**src/rtl/f1_pkg.sv**
```systemverilog
// Shared types and constants for the F1 start-light sequencer.
// Holds the FSM state encoding and the LFSR definition.
package f1_pkg;

    typedef enum logic [1:0] {
        IDLE,
        SEQ,
        HOLD,
        REACT
    } state_t;

    localparam logic [6:0] LFSR_SEED  = 7'h01;
    // x^7 + x^3 + 1 : feedback from bits 6 and 2
    localparam logic [6:0] LFSR_TAPS  = 7'b1000100;
    localparam int         NUM_LIGHTS = 8;

    function automatic logic [6:0] lfsr_next(input logic [6:0] q);
        return {q[5:0], ^(q & LFSR_TAPS)};
    endfunction

endpackage

```
**src/rtl/f1_start_ctrl_lfsr7.sv**
```systemverilog
// Free-running 7-bit Fibonacci LFSR used to pick the hold delay.
// Seeded non-zero so it never locks up at 0.
module lfsr7
    import f1_pkg::*;
(
    input  logic       clk,
    input  logic       rst,
    output logic [6:0] data_out
);

    // advance every cycle regardless of controller state
    always_ff @(posedge clk or negedge rst) begin
        if (!rst) begin
            data_out <= LFSR_SEED;
        end else begin
            data_out <= lfsr_next(data_out);
        end
    end

endmodule

```
**src/rtl/f1_start_ctrl.sv**
```systemverilog
// F1 start sequencer: light pulses, random hold, lights-out and
// reaction timing with jump-start detection.
module f1_start_ctrl
    import f1_pkg::*;
#(
    parameter int LIGHT_PERIOD = 50,
    parameter int TICK_W       = 16,
    parameter int REACT_W      = 16
) (
    input  logic               clk,
    input  logic               rst,
    input  logic               trigger,
    input  logic               button,
    output logic               light_en,
    output logic               light_clr,
    output logic               busy,
    output logic               react_valid,
    output logic [REACT_W-1:0] react_time,
    output logic               jump_start
);

    localparam logic [TICK_W-1:0] TICK_LAST = TICK_W'(LIGHT_PERIOD - 1);
    localparam logic [3:0]        LAST_LIGHT = 4'(NUM_LIGHTS - 1);

    state_t             state;
    state_t             nxt;
    logic [TICK_W-1:0]  tick;
    logic [3:0]         lights;
    logic [6:0]         delay;
    logic [6:0]         hold_cnt;
    logic [REACT_W-1:0] react_cnt;
    logic [REACT_W-1:0] react_now;
    logic [6:0]         lfsr;
    logic               tick_end;
    logic               hold_done;

    lfsr7 u_lfsr (
        .clk      (clk),
        .rst      (rst),
        .data_out (lfsr)
    );

    assign tick_end  = (tick == TICK_LAST);
    assign hold_done = tick_end && (hold_cnt == (delay - 7'd1));
    assign busy      = (state != IDLE);
    assign react_now = (&react_cnt) ? react_cnt
                                    : react_cnt + REACT_W'(1);

    // next state and the single-cycle strobes to the light FSM
    always_comb begin
        nxt        = state;
        light_en   = 1'b0;
        light_clr  = 1'b0;
        jump_start = 1'b0;
        unique case (state)
            IDLE: begin
                // rst gate keeps light_clr low while reset is held
                if (trigger && rst) begin
                    light_clr = 1'b1;
                    nxt       = SEQ;
                end
            end
            SEQ: begin
                if (button) begin
                    jump_start = 1'b1;
                    light_clr  = 1'b1;
                    nxt        = IDLE;
                end else if (tick_end) begin
                    light_en = 1'b1;
                    if (lights == LAST_LIGHT) begin
                        nxt = HOLD;
                    end
                end
            end
            HOLD: begin
                if (button) begin
                    jump_start = 1'b1;
                    light_clr  = 1'b1;
                    nxt        = IDLE;
                end else if (hold_done) begin
                    light_en = 1'b1;
                    nxt      = REACT;
                end
            end
            REACT: begin
                if (button) begin
                    nxt = IDLE;
                end
            end
            default: nxt = IDLE;
        endcase
    end

    // state register plus tick, light, hold and reaction counters
    always_ff @(posedge clk or negedge rst) begin
        if (!rst) begin
            state       <= IDLE;
            tick        <= '0;
            lights      <= '0;
            delay       <= 7'd1;
            hold_cnt    <= '0;
            react_cnt   <= '0;
            react_time  <= '0;
            react_valid <= 1'b0;
        end else begin
            state <= nxt;

            if (nxt != state || !(state == SEQ || state == HOLD)) begin
                tick <= '0;
            end else if (tick_end) begin
                tick <= '0;
            end else begin
                tick <= tick + TICK_W'(1);
            end

            if (state == IDLE) begin
                lights <= '0;
            end else if (state == SEQ && light_en) begin
                lights <= lights + 4'd1;
            end

            // delay is captured on the cycle of the last light pulse
            if (state == SEQ && nxt == HOLD) begin
                delay    <= lfsr;
                hold_cnt <= '0;
            end else if (state == HOLD && tick_end) begin
                hold_cnt <= hold_cnt + 7'd1;
            end

            if (state == HOLD && nxt == REACT) begin
                react_cnt <= '0;
            end else if (state == REACT) begin
                react_cnt <= react_now;
            end

            react_valid <= (state == REACT) && button;
            if (state == REACT && button) begin
                react_time <= react_now;
            end
        end
    end

endmodule

```
**config.mk**
```make
export PLATFORM = sky130hd
export DESIGN_NAME = f1_start_ctrl
export DESIGN_NICKNAME = d
export VERILOG_FILES = /design/src/rtl/f1_pkg.sv /design/src/rtl/f1_start_ctrl_lfsr7.sv /design/src/rtl/f1_start_ctrl.sv
export SDC_FILE = /design/constraint.sdc
export NUM_CORES = 1
export LEC_CHECK = 0
export ABC_AREA = 1
export CAP_MARGIN = 20
export CORE_MARGIN = 1
export CORE_UTILIZATION = 40
export CTS_CLUSTER_SIZE = 8
export DETAILED_ROUTE_END_ITERATION = 16
export HOLD_SLACK_MARGIN = 0.1
export PLACE_DENSITY_LB_ADDON = 0.25
export SLEW_MARGIN = 5
export SYNTH_ARGS = -nofsm -noshare
export SYNTH_HDL_FRONTEND = slang
export SYNTH_HIERARCHICAL = 1
export SYNTH_SLANG_ARGS = --single-unit
```
**constraint.sdc**
```tcl
create_clock -name clk -period 2.65 [get_ports clk]
set_input_delay 0.795 -clock clk [delete_from_list [all_inputs] [get_ports clk]]
set_output_delay 0.795 -clock clk [all_outputs]
set_load 0.005 [all_outputs]
```
==> metrics.yaml <==
run_status:
  status: "complete, but fails checks"
  violations: "negative setup slack"
die:
  num_io_pins: 25
  core-area_um2: 10300
  start_util: 0.412
  dieArea_um2: 11000
  die_h_um: 105
  fp-row-count: 37
  die_w_um: 105
synth:
  synth_cells: 556
  synthAdderAreaFrac: 0.0296
  synth_area_um2: 4230
  synth.distinct_cells: 33
  synth_fp_nets: 570
  yosys.area_share.simple: 0.330
  synth_compound_area_frac: 0.0606
  synth_top_family_by_area: "simple AND/OR/NAND/NOR gates"
  yosys_warnings: 6
  synth_seq_cells: 76
  ys_seq_area_frac: 0.450
  muxShareOfSynthArea: 0
  avgSynthCellArea_um2: 7.62
  synth_xor_area_frac: 0.0496
cells_and_area:
  fin_area_um2: 5220
  area_growth_pct: 23.3
  layout.nets: 633
  antenna_cells: 0
  drive_gt1_frac: 0.149
drt:
  drc: 0
  drt_iter0_drc: 134
  routedWlPerCell_um: 12.7
  wl_um: 9620
  first_pass_iters: 4
  vias: 3758
  vias_per_cell: 4.95
  drtAntennaViolNets: 0
global_route:
  grt_pass1_wl_um: 16400
  grt_pass1_vias: 3726
  grt_max_degree: 77
  grt_usage: 0.186
  grt_antenna_before_repair: 0
  gr-total-overflow: 0
clock_tree:
  cts_max_level: 3
  cts.path.max_buffers: 2
  clk_pin_slew_ns: 0.08
  cts.sinks: 76
  cts_hold_buf: 0
  cts_made_buffers: 9
  cts_tree: "built"
  cts_root_buffer: "clkbuf_8"
  clk-insertion-delay-late_ns: 0.35
timing:
  fmax_mhz: 354
  hold_violations: 0
  skew_ns: 0.00681
  report.final.slew_viol_count: 0
  finalCritPeriodShare: 1.07
  setup_viol: 1
  setup_tns_ns: -0.173
  finalCriticalPeriod_ns: 2.82
  grt_setup_unrepaired: "yes"
  max_slew.worst_pin.slew_ns: 0.579
  slew_headroom: 0.610
  finalWorstSetupSlack_ns: -0.173
critical_path:
  reg2reg_from: "delay[0]$_DFFE_PN1N_"
  setup.worst_path.start_class: "flip-flop"
  crit_required_ns: 1.86
  crit_type: "flip-flop to primary output"
  critPathMaxFanout: 3
  cp-startpoint: "delay[0]$_DFFE_PN1N_"
  endpoint_kind: "primary output"
  cp_data_arrival_time_ns: 2.03
job:
  drv_cap: 0
power_and_ir_drop:
  leakage_nw: 2.55
  power_frac_seq: 0.350
  internal-power_mw: 3.00
  switching_power_mw: 1.78
  swShare: 0.372
  vdd_drop_max_uv: 437
  powerDensity_nw_per_um2: 915
  clockPowerShare: 0.245
  combPwrFrac: 0.405
placement:
  portBuffers: 24
  dp_hpwl_um: 6790
  placed_area_um2: 4870
  gp_congestion: 0.858
  pre_cts_ws_ns: -0.404
hold_path:
  min_from: "u_lfsr/data_out[4]$_DFF_PN0_"
  hp-class: "flip-flop to flip-flop"
[final timing paths]
check                                                    end  slack [ns]  cells past startpoint
worst max-delay path                                light_en       -0.17                     13
worst min-delay path            u_lfsr/data_out[5]$_DFF_PN0_        0.38                      0
worst max register to register             tick[3]$_DFF_PN0_        0.21                     18
worst min register to register  u_lfsr/data_out[5]$_DFF_PN0_        0.38                      0
max in group asynchronous       u_lfsr/data_out[0]$_DFF_PN1_        1.59                      3
min in group asynchronous                  tick[4]$_DFF_PN0_        0.43                      2
[metrics by stage]
stage / std cells / hold slack (ns) / power [mW] / util
final: 759 / 0.382 / 4.78 / 0.508
after global routing: 759 / 0.401 / 5.11 / 0.508
after floorplan: 556 / 0.354 / 2.79 / -
after detailed placement: 741 / 0.361 / 3.55 / 0.474
after CTS: 758 / 0.385 / 4.79 / 0.504
after global placement: 741 / 0.360 / 3.50 / 0.474
[power groups by stage]
| stage | sequential, mW | clock, mW | combinational (mW) |
|---|---|---|---|
| finish | 1.67 | 1.17 | 1.94 |
| detailed placement | 1.69 | 0 | 1.86 |
| floorplan | 1.66 | 0 | 1.13 |
| CTS | 1.67 | 1.20 | 1.92 |
| global placement | 1.68 | 0 | 1.82 |
| global route | 1.71 | 1.24 | 2.16 |
[kinds of logic (layout without fill, tap and decap cells)]
family | after synthesis | after routing
flops | 76 | 76
fa+ha+maj | 10 | 10
buf+inv | 83 | 150
xor+xnor | 24 | 24
compound gates | 49 | 49
simple gates | 314 | 314
[synthesized netlist by cell type, drive strengths merged]
cell / number / share of area
buf: 5 / 0.010
a31oi: 5 / 0.0074
nand2: 141 / 0.13
nor2: 83 / 0.076
nand4: 16 / 0.024
ha: 10 / 0.030
o21ai: 18 / 0.021
inv: 71 / 0.064
nor4: 2 / 0.0030
nor3b: 2 / 0.0035
xnor2: 1 / 0.0021
dfstp: 2 / 0.012
dfrtp: 74 / 0.44
nor3: 23 / 0.030
nand3: 41 / 0.056
or2: 5 / 0.0074
o21bai: 1 / 0.0018
clkinv: 1 / 0.0012
a21oi: 24 / 0.028
nand3b: 1 / 0.0018
o31ai: 1 / 0.0018
clkbuf: 6 / 0.0053
xor2: 23 / 0.048
[critical path, cell delays in order, from the launching register on]
cell	delay (ns)
dfstp_2	0.54
inv_2	0.05
ha_4	0.26
inv_2	0.03
nand2_2	0.06
nand2_1	0.05
nor2_1	0.08
nand2_1	0.05
nor2_1	0.09
nand3_1	0.09
nor2_2	0.09
nand2_2	0.06
a21oi_2	0.10
buf_2	0.12
[sequential cells by signal, indices dropped and copies added (netlist names)]
name and count:
u_lfsr/data_out 7, lights 4, react_cnt 16, react_valid 1, state 2, tick 16, hold_cnt 7, delay 7
react_time 16
[what timing repair did]
item / 4_1_cts / 5_1_grt
pin swaps: 4 / 2
resized for setup: 16 / 5
buffers inserted: 2 / 0
endpoints found under the setup margin: 4 / 39
endpoints found under the hold margin: 0 / 0
[layer usage]
metal / GRT usage / wire length [um]
met3: 0.0356 / 286
met2: 0.323 / 4640
met5: 0 / 0
met4: 0.0584 / 162
met1: 0.233 / 4530
[layout by cell type (no fill, tap or decap), types with 7 or more instances in the layout]
cell	synthesis	final
nand2_1	135	133
nand2_2	5	7
nand4_1	16	16
xor2_1	23	23
nor2_1	79	78
inv_1	69	65
o21ai_0	18	18
clkdlybuf4s50_1	0	20
a21oi_1	24	22
nand3_1	38	38
buf_4	0	36
clkbuf_8	0	9
nor3_1	22	21
ha_1	10	8
dfrtp_1	74	74
[cell type report]
class | instances | area, um2
fillers | 1002 | 5060
multi-input cells | 397 | 2040
flip-flops and latches | 76 | 1900
repair buffers | 63 | 574
inverters | 72 | 274
well taps | 136 | 170
clock inverters | 6 | 138
clock buffers | 9 | 124
(Power assumes the default switching activity.)
